$ cat config.mk
export PLATFORM = sky130hd
export DESIGN_NAME = w_stage_writeback_flat
export DESIGN_NICKNAME = d
export VERILOG_FILES = /design/src/rtl/w_stage_if.sv /design/src/rtl/w_stage_writeback.sv /design/src/flat_wrapper.sv
export SDC_FILE = /design/constraint.sdc
export NUM_CORES = 1
export LEC_CHECK = 0
export ABC_AREA = 1
export BUFFER_PORTS_ARGS = -buffer_cell sky130_fd_sc_hd__buf_2
export CORE_MARGIN = 1.5
export CORE_UTILIZATION = 52
export DETAILED_ROUTE_END_ITERATION = 12
export GPL_TIMING_DRIVEN = 0
export PLACE_DENSITY = 0.81
export SLEW_MARGIN = 20
export SYNTH_ARGS = -nofsm -noshare
export SYNTH_HDL_FRONTEND = slang
export SYNTH_SLANG_ARGS = --single-unit
$ cat constraint.sdc
create_clock -name clk -period 5.1 [get_ports clk]
set_clock_uncertainty 0.15 [all_clocks]
set_input_delay 0.51 -clock clk [delete_from_list [all_inputs] [get_ports clk]]
set_output_delay 0.51 -clock clk [all_outputs]
set_load 0.01 [all_outputs]
$ cat src/rtl/w_stage_if.sv
// M-to-W stage bundle plus the register-file write port driven by the writeback stage.
interface w_stage_if;
  logic        M_en;
  logic        M_flush;
  logic [31:0] M_PC;
  logic        M_RegWrite;
  logic [4:0]  M_A3;
  logic [1:0]  M_WDSel;
  logic [31:0] M_ALUResult;
  logic [31:0] M_MemRD;
  logic [2:0]  M_LoadType;
  logic [4:0]  A3;
  logic [31:0] WD;
  logic [31:0] W_PC;
  logic [31:0] W_WriteCnt;

  modport master (
    output M_en, M_flush, M_PC, M_RegWrite, M_A3, M_WDSel, M_ALUResult, M_MemRD, M_LoadType,
    input  A3, WD, W_PC, W_WriteCnt
  );

  modport slave (
    input  M_en, M_flush, M_PC, M_RegWrite, M_A3, M_WDSel, M_ALUResult, M_MemRD, M_LoadType,
    output A3, WD, W_PC, W_WriteCnt
  );
endinterface

$ cat src/rtl/w_stage_writeback.sv
// MIPS writeback stage: load extraction, write-data select, and registered register-file write port.
// A3 is forced to 0 for bubbles, non-writing instructions and $0 since the register file has no enable.
module w_stage_writeback #(
  parameter logic [31:0] RESET_PC = 32'h0000_0000
) (
  input  logic clk,
  input  logic reset,
  w_stage_if.slave wb
);

  localparam int unsigned DW = 32;
  localparam int unsigned AW = 5;

  logic [AW-1:0] a3_q;
  logic [DW-1:0] wd_q;
  logic [DW-1:0] pc_q;
  logic [DW-1:0] cnt_q;

  logic [7:0]    load_byte;
  logic [15:0]   load_half;
  logic [DW-1:0] load_val;
  logic [DW-1:0] sel_data;
  logic [AW-1:0] a3_nxt;
  logic [DW-1:0] wd_nxt;

  // Byte/half extraction from the aligned word and sign/zero extension
  always_comb begin
    load_byte = 8'h00;
    load_half = 16'h0000;
    load_val  = wb.M_MemRD;
    case (wb.M_ALUResult[1:0])
      2'd0:    load_byte = wb.M_MemRD[7:0];
      2'd1:    load_byte = wb.M_MemRD[15:8];
      2'd2:    load_byte = wb.M_MemRD[23:16];
      default: load_byte = wb.M_MemRD[31:24];
    endcase
    load_half = wb.M_ALUResult[1] ? wb.M_MemRD[31:16] : wb.M_MemRD[15:0];
    case (wb.M_LoadType)
      3'b001:  load_val = {{24{load_byte[7]}}, load_byte};
      3'b010:  load_val = {24'h000000, load_byte};
      3'b011:  load_val = {{16{load_half[15]}}, load_half};
      3'b100:  load_val = {16'h0000, load_half};
      default: load_val = wb.M_MemRD;
    endcase
  end

  // Write-data source select and write suppression
  always_comb begin
    sel_data = wb.M_ALUResult;
    case (wb.M_WDSel)
      2'b01:   sel_data = load_val;
      2'b10:   sel_data = wb.M_PC + DW'(8);
      default: sel_data = wb.M_ALUResult;
    endcase
    a3_nxt = (wb.M_RegWrite && (wb.M_A3 != AW'(0))) ? wb.M_A3 : AW'(0);
    wd_nxt = (a3_nxt != AW'(0)) ? sel_data : DW'(0);
  end

  // Priority: reset > flush > stall > capture
  always_ff @(posedge clk or posedge reset) begin
    if (reset) begin
      a3_q  <= AW'(0);
      wd_q  <= DW'(0);
      pc_q  <= RESET_PC;
      cnt_q <= DW'(0);
    end else if (wb.M_flush) begin
      a3_q  <= AW'(0);
      wd_q  <= DW'(0);
      pc_q  <= RESET_PC;
    end else if (wb.M_en) begin
      a3_q  <= a3_nxt;
      wd_q  <= wd_nxt;
      pc_q  <= wb.M_PC;
      if (a3_nxt != AW'(0)) begin
        cnt_q <= cnt_q + DW'(1);
      end
    end
  end

  assign wb.A3         = a3_q;
  assign wb.WD         = wd_q;
  assign wb.W_PC       = pc_q;
  assign wb.W_WriteCnt = cnt_q;

endmodule

$ cat src/flat_wrapper.sv
// flat-port wrapper written by rule: the top's interface ports become plain ports
module w_stage_writeback_flat 
#(
  parameter logic [31:0] RESET_PC = 32'h0000_0000
)
  (clk, reset, wb_M_en, wb_M_flush, wb_M_PC, wb_M_RegWrite, wb_M_A3, wb_M_WDSel, wb_M_ALUResult, wb_M_MemRD, wb_M_LoadType, wb_A3, wb_WD, wb_W_PC, wb_W_WriteCnt);
  w_stage_if wb_i ();
  input  logic clk;
  input  logic reset;
  input wire logic [$bits(wb_i.M_en)-1:0] wb_M_en;
  input wire logic [$bits(wb_i.M_flush)-1:0] wb_M_flush;
  input wire logic [$bits(wb_i.M_PC)-1:0] wb_M_PC;
  input wire logic [$bits(wb_i.M_RegWrite)-1:0] wb_M_RegWrite;
  input wire logic [$bits(wb_i.M_A3)-1:0] wb_M_A3;
  input wire logic [$bits(wb_i.M_WDSel)-1:0] wb_M_WDSel;
  input wire logic [$bits(wb_i.M_ALUResult)-1:0] wb_M_ALUResult;
  input wire logic [$bits(wb_i.M_MemRD)-1:0] wb_M_MemRD;
  input wire logic [$bits(wb_i.M_LoadType)-1:0] wb_M_LoadType;
  output wire logic [$bits(wb_i.A3)-1:0] wb_A3;
  output wire logic [$bits(wb_i.WD)-1:0] wb_WD;
  output wire logic [$bits(wb_i.W_PC)-1:0] wb_W_PC;
  output wire logic [$bits(wb_i.W_WriteCnt)-1:0] wb_W_WriteCnt;
  assign wb_i.M_en = wb_M_en;
  assign wb_i.M_flush = wb_M_flush;
  assign wb_i.M_PC = wb_M_PC;
  assign wb_i.M_RegWrite = wb_M_RegWrite;
  assign wb_i.M_A3 = wb_M_A3;
  assign wb_i.M_WDSel = wb_M_WDSel;
  assign wb_i.M_ALUResult = wb_M_ALUResult;
  assign wb_i.M_MemRD = wb_M_MemRD;
  assign wb_i.M_LoadType = wb_M_LoadType;
  assign wb_A3 = wb_i.A3;
  assign wb_WD = wb_i.WD;
  assign wb_W_PC = wb_i.W_PC;
  assign wb_W_WriteCnt = wb_i.W_WriteCnt;
  w_stage_writeback #(.RESET_PC(RESET_PC)) u_core (.clk(clk), .reset(reset), .wb(wb_i));
endmodule
==> impl_results.md <==
- Largest cells by area after synthesis: dfrtp_1, nand2_1, nor2_1, nand3_1, inv_1
- Vias/cell: 5.485
- Setup tns final: 0 ps
- Via count: 8184
- Vias in the first global route: 7560
- Final hold violation count: 0
- Metal3 WL: 2671 um
- Synthesized cell area: 6903 um2
- H-tree levels: 3
- Commonest cells in the netlist: nand2_1, nor2_1, inv_1
- Die height: 118.2 um
- M1 WL: 10290 um
- Nets@finish: 1429
- Measured slew at the worst slew-check pin: 676.8 ps
- Max layer used: met4
- Count leader, synth: nand2_1
- CTS Buffer Depth: 2
- Yosys top cell by area: dfrtp_1
- Initial antenna violation count: 2
- Final Setup Violations: 0
- Min Tclk post-route: 2312 ps
- Die area: 13970 um2
- Routability cong.: 1.083
- PortBufs: 211
- Cells after Synth: 1090
- Tot Pwr: 2095 uW
- Max FO, Critical Path: 6
- Avg Cell Area, Syn: 6.333 um2
- Req. time, crit path: 5250 ps
- First-pass GRT wire length: 39160 um
- Crit path capture type: register
- Skew-Pair Late Insertion Delay: 370 ps
- Total power per unit cell area: 245.9 nW/um2
- Syn Nets: 1205
- GR Overflow Total: 0
- Post-Route WL: 24950 um
- Core Region: 12770 um2
- Setup repair after global routing missed its margin: no
- Critical Path AT: 2460 ps
- Post-synth EDFFs: 0
- Status: completed
- #FFs+latches synth: 101
- Drt first pass iters: 6
- Yosys warnings: 0
- Leak pwr: 0.004710 uW
- Final Non-Filler Cells: 1492
- Row cnt: 41
- Detail Route Antenna Nets: 0
- Max-Cap Viols: 0
- GRT Overall Usage: 0.3574
- Met2 WL post-DR: 10930 um
- Post-route cell area: 8519 um2
- Fin crit share: 0.4534
- Achievable Freq: 432.4 MHz
- Sequential element share of the synthesized area: 0.3661
- DP HPWL: 19680 um
- Fin. max-slew vios: 0
- Layout overhead on the synthesized area: 23.42%
- Layout cell share with drive strength beyond 1: 0.1950
- Clock sinks: 101
- Placed Cells: 1474
- Initial core utilization: 0.5404
- Crit start category: primary input
- Wire per inst: 16.72 um
- Num CTS Buffers: 9
- Worst vdd rail ir drop: 0.1570 mV
- Post-CTS Setup Inserts: 0
- Post-synth cell types: 35
- Io pins: 212
- Placed cell area: 8207 um2
- Largest net degree at the start of global routing: 74
- Detailed Route Iter0 Violations: 921
- CTS clk-pin slew, worst paths: 70 ps
- Share of the synthesized area in the top cell type: 0.3661
- Predominant post-synthesis flop cell: dfrtp_1
- Worst hold path class: primary input to register
- Root Buffer: clkbuf_16
- Slew HR: 0.5488
- DRC: 0
- TritonCTS clock tree: built
- Die span in x: 118.2 um
- Ys async rst share: 1.000
- Crit path kind: primary input to register
[state kept, by name, summed over array words and instances (netlist names)]
signal	flops
u_core.wb.WD	32
u_core.wb.W_PC	32
u_core.wb.W_WriteCnt	32
u_core.wb.A3	5
[timing repair]
item                       in CTS  in global routing
gates resized for setup         0                  0
hold buffers                    1                  0
hold endpoints to repair       28                  0
setup endpoints to repair       0                  0
[power by group]
part | internal (uW) | switching (uW) | leakage (uW) | total [uW]
clock | 392 | 320 | 0.000141 | 712
combinational | 163 | 318 | 0.00323 | 481
sequential | 849 | 52.4 | 0.00134 | 902
[logic make-up after synthesis]
family,synth area share
simple gates,0.4169
compound gates,0.08809
flops,0.3661
buf+inv,0.08483
fa+ha+maj,0.007251
xor+xnor,0.03679
[metal layers]
| metal | vias up | global-route usage |
|---|---|---|
| li1 | 3883 | - |
| met1 | 3728 | 0.4916 |
| met2 | 509 | 0.5523 |
| met3 | 64 | 0.07143 |
| met4 | 0 | 0.1448 |
| met5 | - | 0 |
[layout make-up]
cell class	instances	area [um2]
buffer	39	180.2
multi-input combinational	842	3790
fill	1231	4254
timing repair buffer	213	1094
sequential	101	2527
tap	172	215.2
clock buffer	10	239.0
clock inverter	5	58.81
antenna	2	5.005
inverter	108	410.4
[through the flow]
step | hold WS (ps) | utilization | setup WS [ps]
after floorplan | 365.5 | - | 1793
after global placement | 308.9 | 0.6399 | 703.3
after detailed placement | 311.8 | 0.6425 | 2557
after CTS | 240.3 | 0.6666 | 2915
after global routing | 256.0 | 0.6670 | 2705
final | 243.8 | 0.6670 | 2788
[worst max-delay path, stage by stage]
cell	delay, ps
buf_2	140
ha_1	260
nand3_1	210
nor2_1	400
nand2_1	120
nand2_1	80
nand2_1	50
o21ai_0	390
inv_1	110
nand2_1	100
nand2_1	50
nand2_1	50
[cells in the final DEF (no fill, tap or decap), types with 2 or more instances in the layout]
cell / instances
nand2_1: 399
ha_1: 4
nor2_2: 5
inv_1: 102
o21ai_1: 2
diode_2: 2
o21ai_0: 55
nor3_1: 12
nor2_1: 164
clkbuf_16: 9
inv_6: 2
nand3b_1: 3
a21oi_1: 30
buf_2: 217
o211ai_1: 11
xnor2_1: 10
nand3_1: 99
buf_6: 3
xor2_1: 19
clkinvlp_4: 2
nand4_1: 8
dfrtp_1: 101
a22o_1: 6
clkbuf_1: 28
inv_2: 5
nand3_2: 4
[worst paths after layout]
path	from	slack (ps)	end	depth (start not counted)
worst max-delay path	wb_M_PC[4]	2790	u_core.wb.WD[13]$_DFFE_PP0P_	12
worst min-delay path	wb_M_PC[2]	240	u_core.wb.W_PC[2]$_DFFE_PP0P_	2
worst max register to register	u_core.wb.W_WriteCnt[2]$_DFFE_PP0P_	3180	u_core.wb.W_WriteCnt[19]$_DFFE_PP0P_	7
worst min register to register	u_core.wb.WD[23]$_DFFE_PP0P_	330	u_core.wb.WD[23]$_DFFE_PP0P_	2
max in group asynchronous	reset	3660	u_core.wb.W_WriteCnt[23]$_DFFE_PP0P_	4
min in group asynchronous	reset	510	u_core.wb.A3[0]$_DFFE_PP0P_	3
Power figures use the tool's default switching activity.
